`src/rtl/huff_pkg.sv`:
```
// ============================================================================
// Module : huff_pkg
// Brief  : Shared types and code-table constants for the 3-symbol Huffman encoder.
// Rev    : 1.0
// ============================================================================
`default_nettype none

package huff_pkg;

  localparam int NUM_SYMS  = 3;
  localparam int FREQ_W    = 3;
  localparam int CHAR_W    = 8;
  localparam int CHAR_KEEP = 5;
  localparam int WIDX_W    = 3;

  localparam logic [2:0] CHAR_HI = 3'b011;

  typedef enum logic [1:0] {
    ST_LOAD  = 2'd0,
    ST_SORT  = 2'd1,
    ST_BUILD = 2'd2,
    ST_EMIT  = 2'd3
  } state_t;

  // Code bits are LSB-aligned; the mask marks which value bits are meaningful.
  localparam logic [1:0] MASK_R0 = 2'b01;
  localparam logic [1:0] VAL_R0  = 2'b00;
  localparam logic [1:0] MASK_R1 = 2'b11;
  localparam logic [1:0] VAL_R1  = 2'b10;
  localparam logic [1:0] MASK_R2 = 2'b11;
  localparam logic [1:0] VAL_R2  = 2'b11;

  localparam logic [WIDX_W-1:0] WIDX_DONE = 3'd6;

  function automatic logic [3:0] code_of(input logic [1:0] rank);
    case (rank)
      2'd0:    code_of = {MASK_R0, VAL_R0};
      2'd1:    code_of = {MASK_R1, VAL_R1};
      default: code_of = {MASK_R2, VAL_R2};
    endcase
  endfunction

endpackage

`default_nettype wire

```
`src/rtl/huff_rank3.sv`:
```
// ============================================================================
// Module : huff_rank3
// Brief  : Combinational 3-entry descending rank; ties rank the lower index first.
// Rev    : 1.0
// ============================================================================
`default_nettype none

module huff_rank3
  import huff_pkg::*;
(
  input  logic [FREQ_W-1:0] freq0_i,
  input  logic [FREQ_W-1:0] freq1_i,
  input  logic [FREQ_W-1:0] freq2_i,
  output logic [1:0]        rank0_o,
  output logic [1:0]        rank1_o,
  output logic [1:0]        rank2_o
);

  // A slot's rank is the number of slots that beat it: a lower index wins on
  // equality, so it only needs >=, while a higher index needs strictly >.
  always_comb begin
    rank0_o = {1'b0, (freq1_i >  freq0_i)} + {1'b0, (freq2_i >  freq0_i)};
    rank1_o = {1'b0, (freq0_i >= freq1_i)} + {1'b0, (freq2_i >  freq1_i)};
    rank2_o = {1'b0, (freq0_i >= freq2_i)} + {1'b0, (freq1_i >= freq2_i)};
  end

endmodule

`default_nettype wire

```
`src/rtl/huff_encoder.sv`:
```
// ============================================================================
// Module : huff_encoder
// Brief  : Serial 3-symbol Huffman code generator; emits char/code word pairs.
//          Define HUFF_STATE_OUT_EN to drive the FSM state onto io_out[10:9].
// Rev    : 1.0
// ============================================================================
`default_nettype none

module huff_encoder
  import huff_pkg::*;
(
  input  logic        clk,
  input  logic        reset,
  input  logic [11:0] io_in,
  output logic [11:0] io_out
);

  state_t                 state_q, state_d;
  logic [1:0]             cnt_q;
  logic [CHAR_KEEP-1:0]   char_q  [NUM_SYMS];
  logic [FREQ_W-1:0]      freq_q  [NUM_SYMS];
  logic [1:0]             rank_q  [NUM_SYMS];
  logic [1:0]             mask_q  [NUM_SYMS];
  logic [1:0]             value_q [NUM_SYMS];
  logic [WIDX_W-1:0]      widx_q;
  logic [8:0]             out_q, out_d;

  logic [1:0]             w_rank [NUM_SYMS];
  logic                   w_emit_done;
  logic                   w_cap;
  logic                   w_last;
  logic [1:0]             w_slot;
  logic                   w_unused_hi;

  assign w_unused_hi = ^io_in[7:5];
  assign w_emit_done = (state_q == ST_EMIT) && (widx_q == WIDX_DONE);
  // The edge that retires word5 already belongs to the next vector.
  assign w_cap       = io_in[11] && ((state_q == ST_LOAD) || w_emit_done);
  assign w_last      = w_cap && (state_q == ST_LOAD) && (cnt_q == 2'd2);
  assign w_slot      = widx_q[2:1];

  huff_rank3 u_rank (
    .freq0_i (freq_q[0]),
    .freq1_i (freq_q[1]),
    .freq2_i (freq_q[2]),
    .rank0_o (w_rank[0]),
    .rank1_o (w_rank[1]),
    .rank2_o (w_rank[2])
  );

  always_ff @(posedge clk or posedge reset) begin
    if (reset) state_q <= ST_LOAD;
    else       state_q <= state_d;
  end

  always_comb begin
    state_d = state_q;
    case (state_q)
      ST_LOAD:  if (w_last) state_d = ST_SORT;
      ST_SORT:  state_d = ST_BUILD;
      ST_BUILD: state_d = ST_EMIT;
      ST_EMIT:  if (w_emit_done) state_d = ST_LOAD;
      default:  state_d = ST_LOAD;
    endcase
  end

  always_comb begin
    out_d = 9'h000;
    case (state_q)
      ST_BUILD: out_d = {1'b1, CHAR_HI, char_q[0]};
      ST_EMIT: begin
        if (!w_emit_done) begin
          if (widx_q[0]) out_d = {1'b1, 4'b0000, mask_q[w_slot], value_q[w_slot]};
          else           out_d = {1'b1, CHAR_HI, char_q[w_slot]};
        end
      end
      default: out_d = 9'h000;
    endcase
  end

  always_ff @(posedge clk or posedge reset) begin
    if (reset) begin
      cnt_q  <= 2'd0;
      widx_q <= '0;
      out_q  <= 9'h000;
      for (int i = 0; i < NUM_SYMS; i++) begin
        char_q[i]  <= '0;
        freq_q[i]  <= '0;
        rank_q[i]  <= 2'd0;
        mask_q[i]  <= 2'd0;
        value_q[i] <= 2'd0;
      end
    end else begin
      out_q <= out_d;
      if (w_cap) begin
        for (int i = 0; i < NUM_SYMS; i++) begin
          if (cnt_q == 2'(i)) begin
            char_q[i] <= io_in[CHAR_KEEP-1:0];
            freq_q[i] <= io_in[10:8];
          end
        end
        cnt_q <= w_last ? 2'd0 : cnt_q + 2'd1;
      end
      case (state_q)
        ST_SORT: begin
          for (int i = 0; i < NUM_SYMS; i++) rank_q[i] <= w_rank[i];
        end
        ST_BUILD: begin
          for (int i = 0; i < NUM_SYMS; i++) {mask_q[i], value_q[i]} <= code_of(rank_q[i]);
          widx_q <= 3'd1;
        end
        ST_EMIT: widx_q <= w_emit_done ? '0 : widx_q + 3'd1;
        default: ;
      endcase
    end
  end

`ifdef HUFF_STATE_OUT_EN
  assign io_out = {1'b0, state_q, out_q};
`else
  assign io_out = {3'b000, out_q};
`endif

endmodule

`default_nettype wire

```
`config.mk`:
```
export PLATFORM = sky130hd
export DESIGN_NAME = huff_encoder
export DESIGN_NICKNAME = d
export VERILOG_FILES = /design/src/rtl/huff_pkg.sv /design/src/rtl/huff_rank3.sv /design/src/rtl/huff_encoder.sv
export SDC_FILE = /design/constraint.sdc
export NUM_CORES = 1
export LEC_CHECK = 0
export BUFFER_PORTS_ARGS = -buffer_cell sky130_fd_sc_hd__buf_2
export CAP_MARGIN = 10
export CORE_ASPECT_RATIO = 0.9
export CORE_UTILIZATION = 45
export DETAILED_ROUTE_END_ITERATION = 6
export GPL_ROUTABILITY_DRIVEN = 1
export PLACE_DENSITY_LB_ADDON = 0.12
export RECOVER_POWER = 100
export SYNTH_ARGS = -nofsm -noshare
export SYNTH_HDL_FRONTEND = slang
export SYNTH_SLANG_ARGS = --single-unit
```
`constraint.sdc`:
```
create_clock -name clk -period 1.67 [get_ports clk]
set_clock_uncertainty 0.1 [all_clocks]
set_input_delay 0 -clock clk [delete_from_list [all_inputs] [get_ports clk]]
set_output_delay 0 -clock clk [all_outputs]
set_load 0.01 [all_outputs]
```
==> summary by stage, run 1 <==
Run status
The flow ran to the end, but the final reports show violations. The checks that failed: setup timing.

Global routing
The first global-routing pass estimated 8630 µm of wire. For this run, the total global-route usage over all layers was measured as 0.196. The remaining global-route overflow is 0. The number of global-route vias before repair is 1768. The number of antenna violations at the first check in global routing is 0. Entering global routing, the biggest net connects 23 pins.

Placed design
Input and output buffers added on the ports amount to 18. Routability-driven placement finished with a final weighted congestion of 0.807. Once placement completed, the tool counted placed cells totaling 323. After detailed placement, the total cell area comes to 0.00304 mm².

Detailed placement ended at an HPWL of 3720 µm. OpenSTA, run right after detailed placement, puts the worst setup slack at -222 ps.

Critical path
The category of the most critical setup path is flip-flop to flip-flop. The signal arrival time at the worst endpoint is 2010 ps. The cell at the slowest stage of the critical path is sky130_fd_sc_hd__dfrtp_1. The required arrival time at the worst endpoint is 1780 ps. For this run, the slowest stage of the critical path takes 400 ps. The signal on the critical path passes through inv_2 -> ha_4 -> a21o_1 -> a211o_1 -> ha_4 -> mux2_2.

Among the stages of the critical path, the cell type that occurs most often is sky130_fd_sc_hd__ha_4. The worst setup path is captured at a flip-flop. The top fanout value on the critical path is 2.

The startpoint kind of the worst setup timing path is a flip-flop. Setup slack on the worst reg-to-reg path comes out at -240 ps.

Yosys
In the synthesized netlist the async set-or-reset flop fraction comes to 1.00. The number of synthesis warnings is 0. Synthesis handed over a netlist of 221 instances. Among all flip-flop cells after synthesis, the most frequent one is sky130_fd_sc_hd__dfrtp_1. The synthesized netlist contains 41 unique library cells.

After synthesis, the mean cell area works out to 11.8 µm². The synthesized netlist occupies a cell area of 0.00260 mm². The share of the Yosys chip area taken by registers is 0.490. Counting flops with a built-in enable in the synthesized netlist gives 0.

The total of flip-flops plus latches after synthesis is 51.

Timing
Setup violations remaining at the end of the flow were counted as 27. The count of pins over their slew limit came to 0. The post-layout worst setup margin is -235 ps.

The worst-margin pin slew is 662 ps. The final-layout worst hold slack is 216 ps. The worst pin sits at a relative slew slack of 0.558.

Setup repair after global routing could not meet its margin everywhere. The count of final hold-check violations is 0. The maximum frequency from static timing analysis is 525 MHz. The final critical-path share of the clock period is 1.14. The final period demand of the worst path is 1910 ps.

Floorplan
The area inside the core boundary is 0.00541 mm². During I/O placement, the number of pins put on the boundary was 26. The die is 74.2 µm tall.

The full die area is 0.00609 mm². The floorplan die width is 82.2 µm. For this configuration, the core starts out at a cell density of 0.481. In this run the core area contains 25 standard-cell rows.

CTS
The total number of clock tree sinks is 51. The clock-pin transition on the worst setup and hold timing paths is 100 ps. The number of H-tree branching levels is 2. In this run the deepest clock path goes through 2 buffers. The clock root buffer master is sky130_fd_sc_hd__clkbuf_8.

Clock tree synthesis inserted a total of 5 buffers. The insertion delay of the later-clocked pin in the worst-skew pair is 310 ps. TritonCTS built the clock tree.

Routing
After detailed routing, the average wire length per cell comes to 15.3 µm. In this run, the number of DRC markers left after iteration 0 of detailed routing was 74. The post-detailed-route count of antenna-violating nets is 0. The routed design uses 144 µm of met3 wire.

For this block, the via count after detailed routing is 1831. The post-route met1 wirelength is 2710 µm. Summed over all nets, wire length on met2 after detailed routing comes to 2410 µm. The first-pass iteration count of the detailed router is 4.

The number of vias per cell is 5.26. The total wirelength of the detailed-routed design is 5320 µm. The highest layer touched by signal routing is met4. The number of remaining DRC errors is 0.

Final layout
Once layout is complete, the utilization of the core stands at 0.627. The number of antenna repair diodes is 0. The final net count is 312. The synthesis-to-layout area growth is 30.3%. The share of cells above drive strength 1 is 0.423. The filler-free cell count of the finished design is 348. With fillers left out, the area of the finished cells amounts to 0.00339 mm².

Power and ir drop
The leakage power of the design is 1.53 nW. The power per cell area is 2020 mW/mm². IR analysis of the VDD net gives a maximum drop of 1180 µV.

Hold path
The class of the most critical hold timing path is input port to asynchronous set/reset pin.

Run
Max-cap violations in this run came to 0.
## metal layers
metal | track usage | up-vias
met2 | 0.295 | 26
met5 | 0 | -
li1 | - | 893
met3 | 0.0368 | 7
met1 | 0.289 | 905
met4 | 0.0585 | 0
## metrics by stage
| stage | TNS, ps | power, W |
|---|---|---|
| after floorplan | -1360 | 0.00436 |
| after global placement | -1870 | 0.00543 |
| after detailed placement | -1740 | 0.00550 |
| after CTS | -1110 | 0.00656 |
| after global routing | -4630 | 0.00746 |
| final | -1800 | 0.00687 |
## what timing repair did
| item | in CTS | in global routing |
|---|---|---|
| gates resized for setup | 15 | 22 |
| endpoints found under the setup margin | 33 | 34 |
| hold buffers | 10 | 0 |
| pin swaps | 8 | 6 |
| buffers inserted | 6 | 4 |
| endpoints found under the hold margin | 77 | 0 |
## registers in the layout, summed over array words and instances (netlist names)
register	flops
char_q	15
freq_q	9
out_q	7
mask_q	4
cnt_q	2
value_q	3
widx_q	3
rank_q	6
state_q	2
## synth_stat cells (2+ instances only)
| cell type | instances | area share |
|---|---|---|
| sky130_fd_sc_hd__dfrtp_1 | 51 | 0.49 |
| sky130_fd_sc_hd__mux2_2 | 37 | 0.16 |
| sky130_fd_sc_hd__ha_1 | 18 | 0.086 |
| sky130_fd_sc_hd__inv_1 | 15 | 0.022 |
| sky130_fd_sc_hd__o21ai_0 | 12 | 0.023 |
| sky130_fd_sc_hd__nand2_1 | 11 | 0.016 |
| sky130_fd_sc_hd__a21oi_1 | 8 | 0.015 |
| sky130_fd_sc_hd__nor2_1 | 8 | 0.012 |
| sky130_fd_sc_hd__buf_4 | 7 | 0.020 |
| sky130_fd_sc_hd__clkbuf_1 | 6 | 0.0086 |
| sky130_fd_sc_hd__nand2b_1 | 6 | 0.014 |
| sky130_fd_sc_hd__nor2b_1 | 5 | 0.012 |
| sky130_fd_sc_hd__a21o_1 | 3 | 0.0086 |
| sky130_fd_sc_hd__a221oi_1 | 3 | 0.010 |
| sky130_fd_sc_hd__a211o_1 | 2 | 0.0067 |
| sky130_fd_sc_hd__a21boi_0 | 2 | 0.0058 |
| sky130_fd_sc_hd__and3_1 | 2 | 0.0048 |
| sky130_fd_sc_hd__or2_2 | 2 | 0.0048 |
## placed cells by master (no fill, tap or decap), drive strengths merged, types with 3 or more instances in the layout
| cell type | synthesis | final |
|---|---|---|
| dfrtp | 51 | 51 |
| buf | 7 | 38 |
| mux2 | 37 | 37 |
| clkbuf | 6 | 19 |
| ha | 18 | 18 |
| inv | 15 | 16 |
| o21ai | 12 | 12 |
| nand2 | 11 | 11 |
| dlygate4sd3 | 0 | 10 |
| nor2 | 9 | 9 |
| a21oi | 8 | 8 |
| nand2b | 6 | 6 |
| nor2b | 5 | 5 |
| conb | 1 | 4 |
| a21o | 3 | 3 |
| a221oi | 3 | 3 |
## report_power, final
| group | internal (W) | leakage [nW] | switching [W] |
|---|---|---|---|
| sequential | 0.00183 | 0.616 | 0.000410 |
| clock | 0.000303 | 0.0461 | 0.000440 |
| combinational | 0.00219 | 0.865 | 0.00169 |
| total | 0.00432 | 1.53 | 0.00254 |
## critical path, delay by kind of cell (launching register included)
family | cells | cell delay (ps)
flip-flops | 1 | 400
AO/OA/AOI/OAI | 2 | 500
adder cells (fa/ha/maj) | 2 | 440
multiplexers | 1 | 250
buffers and inverters | 1 | 100
## final timing paths
path	from	endpoint	cells after the start
min in group clk	io_in[4]	char_q[14]	3
max reg2reg	freq_q[1]	rank_q[0]	6
min reg2reg	mask_q[4]	mask_q[4]	1
max in group asynchronous	reset	widx_q[2]	4
max	freq_q[1]	rank_q[0]	6
min	reset	freq_q[3]	3
## kinds of logic after synthesis
logic type | share of synthesized area
buffers and inverters | 0.0505
other | 0.00144
muxes | 0.164
AOI/OAI and AO/OA | 0.112
and+or+nand+nor | 0.0956
DFF | 0.490
adders and majority gates | 0.0865
## layout make-up
| type | count | area [µm²] |
|---|---|---|
| Fill cell | 437 | 2020 |
| Multi-Input combinational cell | 145 | 1420 |
| Sequential cell | 51 | 1280 |
| Timing Repair Buffer | 62 | 458 |
| Tap cell | 67 | 83.8 |
| Clock buffer | 5 | 68.8 |
| Inverter | 15 | 56.3 |
| Clock inverter | 3 | 23.8 |
Power figures use the tool's default switching activity.
==> run 2: changes to the inputs <==
CORE_ASPECT_RATIO = 0.5   (was 0.9)
==> run 2 against run 1 <==
Effect of this change: the flow still finishes with violations (setup timing); global-route usage is 0.40 points higher; via count is 1.6% higher; die area is 0.29% higher; clock power is 48% higher; power is 5.7% higher.
==> summary by stage, run 2 (synthesized netlist as in run 1, its figures left out) <==
Critical path
The worst reg-to-reg setup slack is -290 ps (-50 ps). The required arrival time at the worst endpoint is 1750 ps (-30 ps). Counting stages on the worst path, the most repeated cell is sky130_fd_sc_hd__ha_4. The worst path buffer plus inverter count came to 0 (-1). The cell at the slowest stage of the critical path is sky130_fd_sc_hd__dfrtp_1. The worst register-to-register path ends at rank_q[0].

The largest stage delay on the critical path is 450 ps (+50 ps). The signal arrival time at the worst endpoint is 2040 ps (+30 ps). The cell family contributing the most delay on the critical path is compound AO/OA/AOI/OAI gates. The top fanout value on the critical path is 3 (+1).

The category of the most critical setup path is flip-flop to flip-flop. The worst setup path is captured at a flip-flop. The number of cells on the worst reg-to-reg path is 5 (-1). The worst reg2reg path startpoint is freq_q[7]. The startpoint kind of the worst setup timing path is a flip-flop. Traced cell by cell, the critical path runs through ha_4 -> a21o_1 -> a211o_1 -> ha_4 -> mux2_4.

Global routing
The largest net degree at the start of global routing is 24 (+4.3%). The remaining global-route overflow is 0 (unchanged). The total routing usage reported by global routing was 0.200 (+0.00404).

The first-pass GRT wire length is 9080 µm (+5.2%). The number of global-route vias before repair is 1834 (+3.7%). The number of antenna violations at the first check in global routing came to 0 (unchanged).

Floorplan
The count of standard-cell rows is 19 (-24%). The area inside the core boundary was 0.00554 mm² (+2.4%). The initial core utilization is 0.470 (-0.0111). The floorplan die width was 110 µm (+33%). The full die area is 0.00611 mm² (+0.29%).

The I/O pin total came to 26 (unchanged). The height of the chip is 55.8 µm (-25%).

Routing
The routed wirelength normalized by instance count is 16.2 µm (+5.8%). The number of remaining DRC errors was 0 (unchanged). The number of vias per cell is 5.30 (+0.72%). The post-detailed-route count of antenna-violating nets is 0 (unchanged).

The total wirelength of the detailed-routed design came to 5680 µm (+6.7%). The first-pass iteration count of the detailed router is 4 (unchanged). The via count is 1860 (+1.6%).

The DRC marker count from the first detailed-route iteration is 94 (+27%).

Final layout
Compared with the post-synthesis result, the final layout area differs by 32.0%. The number of antenna repair diodes is 0 (unchanged). The leading cell type in the layout, fill and taps excluded is sky130_fd_sc_hd__dfrtp_1.

The area of all placed cells without fillers is 0.00344 mm² (+1.3%). The share of cells above drive strength 1 is 0.414 (-0.00982). The largest registers in the layout are char_q x15, freq_q x9, out_q x7. The final net count was 309 (-0.96%).

char_q holds more flip-flops than any other register. The number of flip-flops in the largest register is 15 (unchanged). The fill cell total of the finished layout was 436 (-0.23%).

The top cell types in the final layout, fill and taps aside, are sky130_fd_sc_hd__dfrtp_1, sky130_fd_sc_hd__mux2_2, sky130_fd_sc_hd__buf_4.

Run
The number of maximum-capacitance violations is 0 (unchanged).

CTS
The number of buffers added by the clock tree synthesis step is 5 (unchanged). TritonCTS built the clock tree. The cell sitting at the root of the clock tree is a sky130_fd_sc_hd__clkbuf_16.

The total number of clock tree sinks is 51 (unchanged). The insertion delay of the later-clocked pin in the worst-skew pair was 290 ps (-20 ps). The number of buffers on the longest clock path came to 2 (unchanged). The clock-pin transition on the worst setup and hold timing paths is 70 ps (-30 ps). The number of H-tree branching levels is 2 (unchanged).

Timing
The setup-violating endpoint count in the final report came to 32 (+19%). The final critical-path share of the clock period was 1.17 (+0.0318). The count of final hold-check violations was 0 (unchanged).

Setup repair after global routing could not meet its margin everywhere. The maximum frequency from static timing analysis is 511 MHz (-2.7%). The final period demand of the worst path is 1960 ps (+53.1 ps). The total negative slack for setup checks is -4950 ps (-3160 ps).

The worst relative slew slack came to 0.611 (+0.0536). The post-layout worst setup margin was -288 ps (-53.1 ps). The count of pins over their slew limit is 0 (unchanged).

The worst-margin pin slew came to 583 ps (-79.7 ps).

Power and ir drop
The portion of total power attributed to the clock network is 0.152 (+0.044). The fraction of power consumed by combinational cells is 0.539 (-0.027). The sequential fraction of design power was 0.309 (-0.017). The overall power of the completed layout came to 0.00726 W (+5.7%). The switching power is 0.00263 W (+3.6%).

The power per cell area is 2110 mW/mm² (+4.3%). The switching part of the total power is 0.363 (-0.00723). The design internal power came to 0.00462 W (+6.9%).

The maximum VDD drop is 833 µV (-29%). The leakage power of the design is 1.56 nW (+2.0%).

Placed design
The cell area after placement came to 0.00300 mm² (-1.2%). The worst slack at placement came to -237 ps (-14.6 ps). The routability-driven placement congestion ratio is 0.768 (-4.8%). The port buffer count is 18 (unchanged). The post-detailed-placement half-perimeter wirelength is 3720 µm (about the same).

Run status
The run finished, with violations left. The final reports fail on setup timing.

Hold path
The class of the most critical hold timing path is input port to asynchronous set/reset pin.
[run 2: power by group through the flow]
stage                     Combinational [W]  Sequential [W]  Clock, W
final                               0.00391         0.00224   0.00110
after global routing                0.00432         0.00233   0.00117
after CTS                           0.00350         0.00224   0.00113
after detailed placement            0.00316         0.00222         0
after global placement              0.00309         0.00220         0
after floorplan                     0.00223         0.00214         0
[run 2: how the worst max path moves through the flow]
stage	from	endpoint	cells past startpoint
after floorplan	widx_q[0]	freq_q[6]	5
after global placement	freq_q[0]	rank_q[0]	5
after detailed placement	freq_q[5]	rank_q[0]	5
after CTS	freq_q[1]	rank_q[0]	6
after global routing	freq_q[7]	rank_q[0]	5
final	freq_q[7]	rank_q[0]	5
[run 2: final cells by class]
type	count	area [µm²]	share of cell area
Inverter	15	56.3	0.0164
Timing Repair Buffer	59	453	0.132
Multi-Input combinational cell	145	1400	0.407
Tap cell	73	91.3	0.0266
Clock inverter	1	7.51	0.00218
Sequential cell	51	1280	0.372
Clock buffer	7	153	0.0444
[run 2: repair_timing]
action,in CTS,in global routing
gates resized for setup,18,15
pin swaps,14,11
buffers inserted,5,6
hold endpoints to repair,77,0
setup endpoints to repair,32,39
hold buffers,10,0
[run 2: per-layer routing]
layer | GRT usage | vias to the layer above | routed length (µm)
li1 | - | 883 | -
met1 | 0.272 | 929 | 2750
met2 | 0.314 | 40 | 2670
met3 | 0.0457 | 8 | 188
met4 | 0.0743 | 0 | 76
met5 | 0 | - | 0
[run 2: through the flow]
step           std cells   util  hold slack, ps
2_1_floorplan        224      -            48.1
3_3_place_gp         325  0.542            -125
3_5_place_dp         325  0.542            -122
4_1_cts              347  0.609             109
5_1_grt              351  0.620             252
6_report             351  0.620             184
[run 2: tightest hold or removal path, cell delays in order]
cell,delay (ps)
sky130_fd_sc_hd__dlygate4sd3_1,530
sky130_fd_sc_hd__buf_2,120
sky130_fd_sc_hd__inv_1,390
==> run 3: changes to the inputs <==
clock period = 1.8 ns   (was 1.67 ns; I/O delays follow)
==> run 3 against run 2 <==
Effect of this change: the flow still finishes with violations (setup timing); global-route usage down 1.3 points; count of clock-buffer cells in the layout stayed put; cell count decreased by 2.0%; register-to-register slack better by 160 ps; sequential share of layout area is 1.7 points higher; largest cell class unchanged.
==> summary by stage, run 3 (synthesized netlist as in run 1, its figures left out) <==
Timing
The final critical-path share of the clock period is 1.07 (-0.100). The count of pins over their slew limit is 0 (unchanged). The count of final hold-check violations is 0 (unchanged). The setup-violating endpoint count in the final report is 5 (-84%).

Setup repair after global routing could not meet its margin everywhere. The maximum frequency from static timing analysis is 518 MHz (+1.4%). The worst-margin pin slew came to 1100 ps (+517 ps). The worst relative slew slack is 0.267 (-0.345). The final period demand of the worst path is 1930 ps (-27.5 ps). The total negative slack for setup checks is -333 ps (+4620 ps). The post-layout worst setup margin came to -131 ps (+157 ps).

CTS
The insertion delay of the later-clocked pin in the worst-skew pair is 280 ps (about the same). The TritonCTS clock tree is yes. The number of buffers added by the clock tree synthesis step is 5 (unchanged). The clock-pin transition on the worst setup and hold timing paths is 60 ps (about the same).

The total number of clock tree sinks was 51 (unchanged). The number of H-tree branching levels is 2 (unchanged). The clock root buffer master is sky130_fd_sc_hd__clkbuf_16. The number of buffers on the longest clock path is 2 (unchanged).

Final layout
The utilization of the core after routing is 0.593 (-0.0269). More flip-flops sit in one register than any other, and that register is char_q. The top cell types in the final layout, fill and taps aside, are sky130_fd_sc_hd__dfrtp_1, sky130_fd_sc_hd__mux2_2, sky130_fd_sc_hd__buf_4. From synthesis to final layout, the design area changed by 26.2%. The filler-free cell count of the finished design was 344 (-2.0%).

The area of all placed cells without fillers is 0.00329 mm² (-4.3%). The fill cell total of the finished layout is 461 (+5.7%). The number of flip-flops in the largest register was 15 (unchanged). The number of antenna repair diodes is 0 (unchanged). In the final layout, the registers with the most flip-flops are char_q x15, freq_q x9, out_q x7.

The final net count was 302 (-2.3%). The share of cells above drive strength 1 was 0.369 (-0.0447). The leading cell type in the layout, fill and taps excluded is sky130_fd_sc_hd__dfrtp_1.

Hold path
For hold timing, the worst endpoint is mask_q[4]. Along the worst hold path, the cell count comes to 1. The worst hold path belongs to the class flip-flop to flip-flop.

In this run the most critical hold path is launched from mask_q[4].

Routing
The total wirelength of the detailed-routed design is 5100 µm (-10%). The routed wirelength normalized by instance count is 14.8 µm (-8.4%). The number of vias per cell is 5.15 (-2.9%). The number of remaining DRC errors came to 0 (unchanged). The via count is 1770 (-4.8%). The first-pass iteration count of the detailed router is 4 (unchanged). The post-detailed-route count of antenna-violating nets is 0 (unchanged). The DRC marker count from the first detailed-route iteration came to 65 (-31%).

Critical path
The required arrival time at the worst endpoint is 1870 ps (+120 ps). The largest stage delay on the critical path is 390 ps (-60 ps). The top fanout value on the critical path is 2 (-1).

The signal on the critical path passes through inv_2 -> ha_4 -> a21o_1 -> a211o_1 -> ha_2 -> mux2_4. The worst reg-to-reg setup slack is -130 ps (+160 ps). The startpoint identified for the worst register-to-register timing path is freq_q[1]. The signal arrival time at the worst endpoint is 2000 ps (-40 ps). In this run the critical register-to-register path is captured at rank_q[0]. The worst setup path is of the flip-flop to flip-flop kind.

The number of cells on the worst reg-to-reg path is 6 (+1). The slowest stage of the critical path belongs to the cell sky130_fd_sc_hd__dfrtp_1. The kind of end point of the critical path is a flip-flop.

The startpoint kind of the worst setup timing path is a flip-flop.

Floorplan
The count of standard-cell rows is 19 (unchanged). The floorplan die width was 110 µm (unchanged). The full die area came to 0.00611 mm² (unchanged).

The area inside the core boundary is 0.00554 mm² (unchanged). The I/O pin total is 26 (unchanged). The height of the chip is 55.8 µm (unchanged). The initial core utilization is 0.470 (unchanged).

Global routing
The largest net degree at the start of global routing was 52 (+120%). The remaining global-route overflow is 0 (unchanged). The total routing usage reported by global routing came to 0.188 (-0.0127). The number of antenna violations at the first check in global routing came to 0 (unchanged).

The first-pass GRT wire length came to 8560 µm (-5.7%). The number of global-route vias before repair is 1782 (-2.8%).

Run status
The run finished, with violations left. The checks that failed: setup timing.

Power and ir drop
The portion of total power attributed to the clock network is 0.145 (-0.007). The fraction of power consumed by combinational cells is 0.523 (-0.016). The switching part of the total power was 0.361 (-0.00208).

The power per cell area was 1890 mW/mm² (-10%). The switching power is 0.00224 W (-15%). The leakage power of the design is 1.45 nW (-6.6%).

The overall power of the completed layout is 0.00622 W (-14%). The sequential fraction of design power is 0.331 (+0.022). The design internal power is 0.00398 W (-14%).

The maximum VDD drop is 875 µV (+5.1%).

Placed design
The number of instances in the placed design is 323 (-0.62%). The port buffer count was 18 (unchanged). The routability-driven placement congestion ratio is 0.828 (+7.8%). The cell area after placement was 0.00292 mm² (-2.9%). The post-detailed-placement half-perimeter wirelength is 3550 µm (-4.6%).

Run
The number of maximum-capacitance violations is 0 (unchanged).
==> run 3: cell types whose count changed in the layout (fill, tap and decap cells not counted), sizes merged <==
cell,change
inv,-1
clkinvlp,-1
clkinv,+2
clkbuf,-1
buf,-6
==> run 3: how the worst max path moves through the flow <==
stage / to / start / cells past startpoint
global placement: rank_q[0] / freq_q[5] / 5
detailed placement: rank_q[0] / freq_q[5] / 5
finish: rank_q[0] / freq_q[1] / 6
CTS: rank_q[2] / freq_q[7] / 7
global route: rank_q[0] / freq_q[1] / 6
floorplan: rank_q[0] / freq_q[4] / 5
==> run 3: power groups by stage <==
stage / Sequential [W] / Combinational, W / Clock, W
after CTS: 0.00203 / 0.00298 / 0.000928
after global routing: 0.00214 / 0.00363 / 0.000974
after detailed placement: 0.00203 / 0.00283 / 0
final: 0.00206 / 0.00326 / 0.000903
after floorplan: 0.00198 / 0.00198 / 0
after global placement: 0.00201 / 0.00276 / 0
==> run 3: layer usage <==
metal / global-route usage / wire, µm
met2: 0.306 / 2450
met1: 0.251 / 2460
met4: 0.0495 / 11
met3: 0.0457 / 174
met5: 0 / 0
==> run 3: what timing repair did <==
| item | CTS | global route |
|---|---|---|
| pin swaps | 11 | 9 |
| setup buffers | 0 | 3 |
| endpoints found under the setup margin | 14 | 25 |
| gates resized for setup | 10 | 21 |
| endpoints found under the hold margin | 77 | 0 |
| hold buffers | 10 | 0 |
==> run 3: stage by stage <==
stage / setup slack, ps / hold slack, ps
6_report: -131 / 376
5_1_grt: -163 / 391
4_1_cts: -110 / 361
3_5_place_dp: -124 / 116
3_3_place_gp: -89.9 / 100
2_1_floorplan: -26.9 / 51.7
==> run 3: area by class of cell <==
type	instances	area (µm²)	share of cell area
Clock inverter	1	5.00	0.00152
Multi-Input combinational cell	145	1350	0.411
Inverter	15	56.3	0.0171
Clock buffer	7	133	0.0404
Tap cell	73	91.3	0.0278
Sequential cell	51	1280	0.389
Timing Repair Buffer	52	372	0.113
==> run 3: critical path, delay by kind of cell, from the launching register on <==
| kind | cells | cell delay, ps |
|---|---|---|
| compound gates | 2 | 490 |
| fa+ha+maj | 2 | 470 |
| flops | 1 | 390 |
| mux | 1 | 260 |
| buf+inv | 1 | 110 |
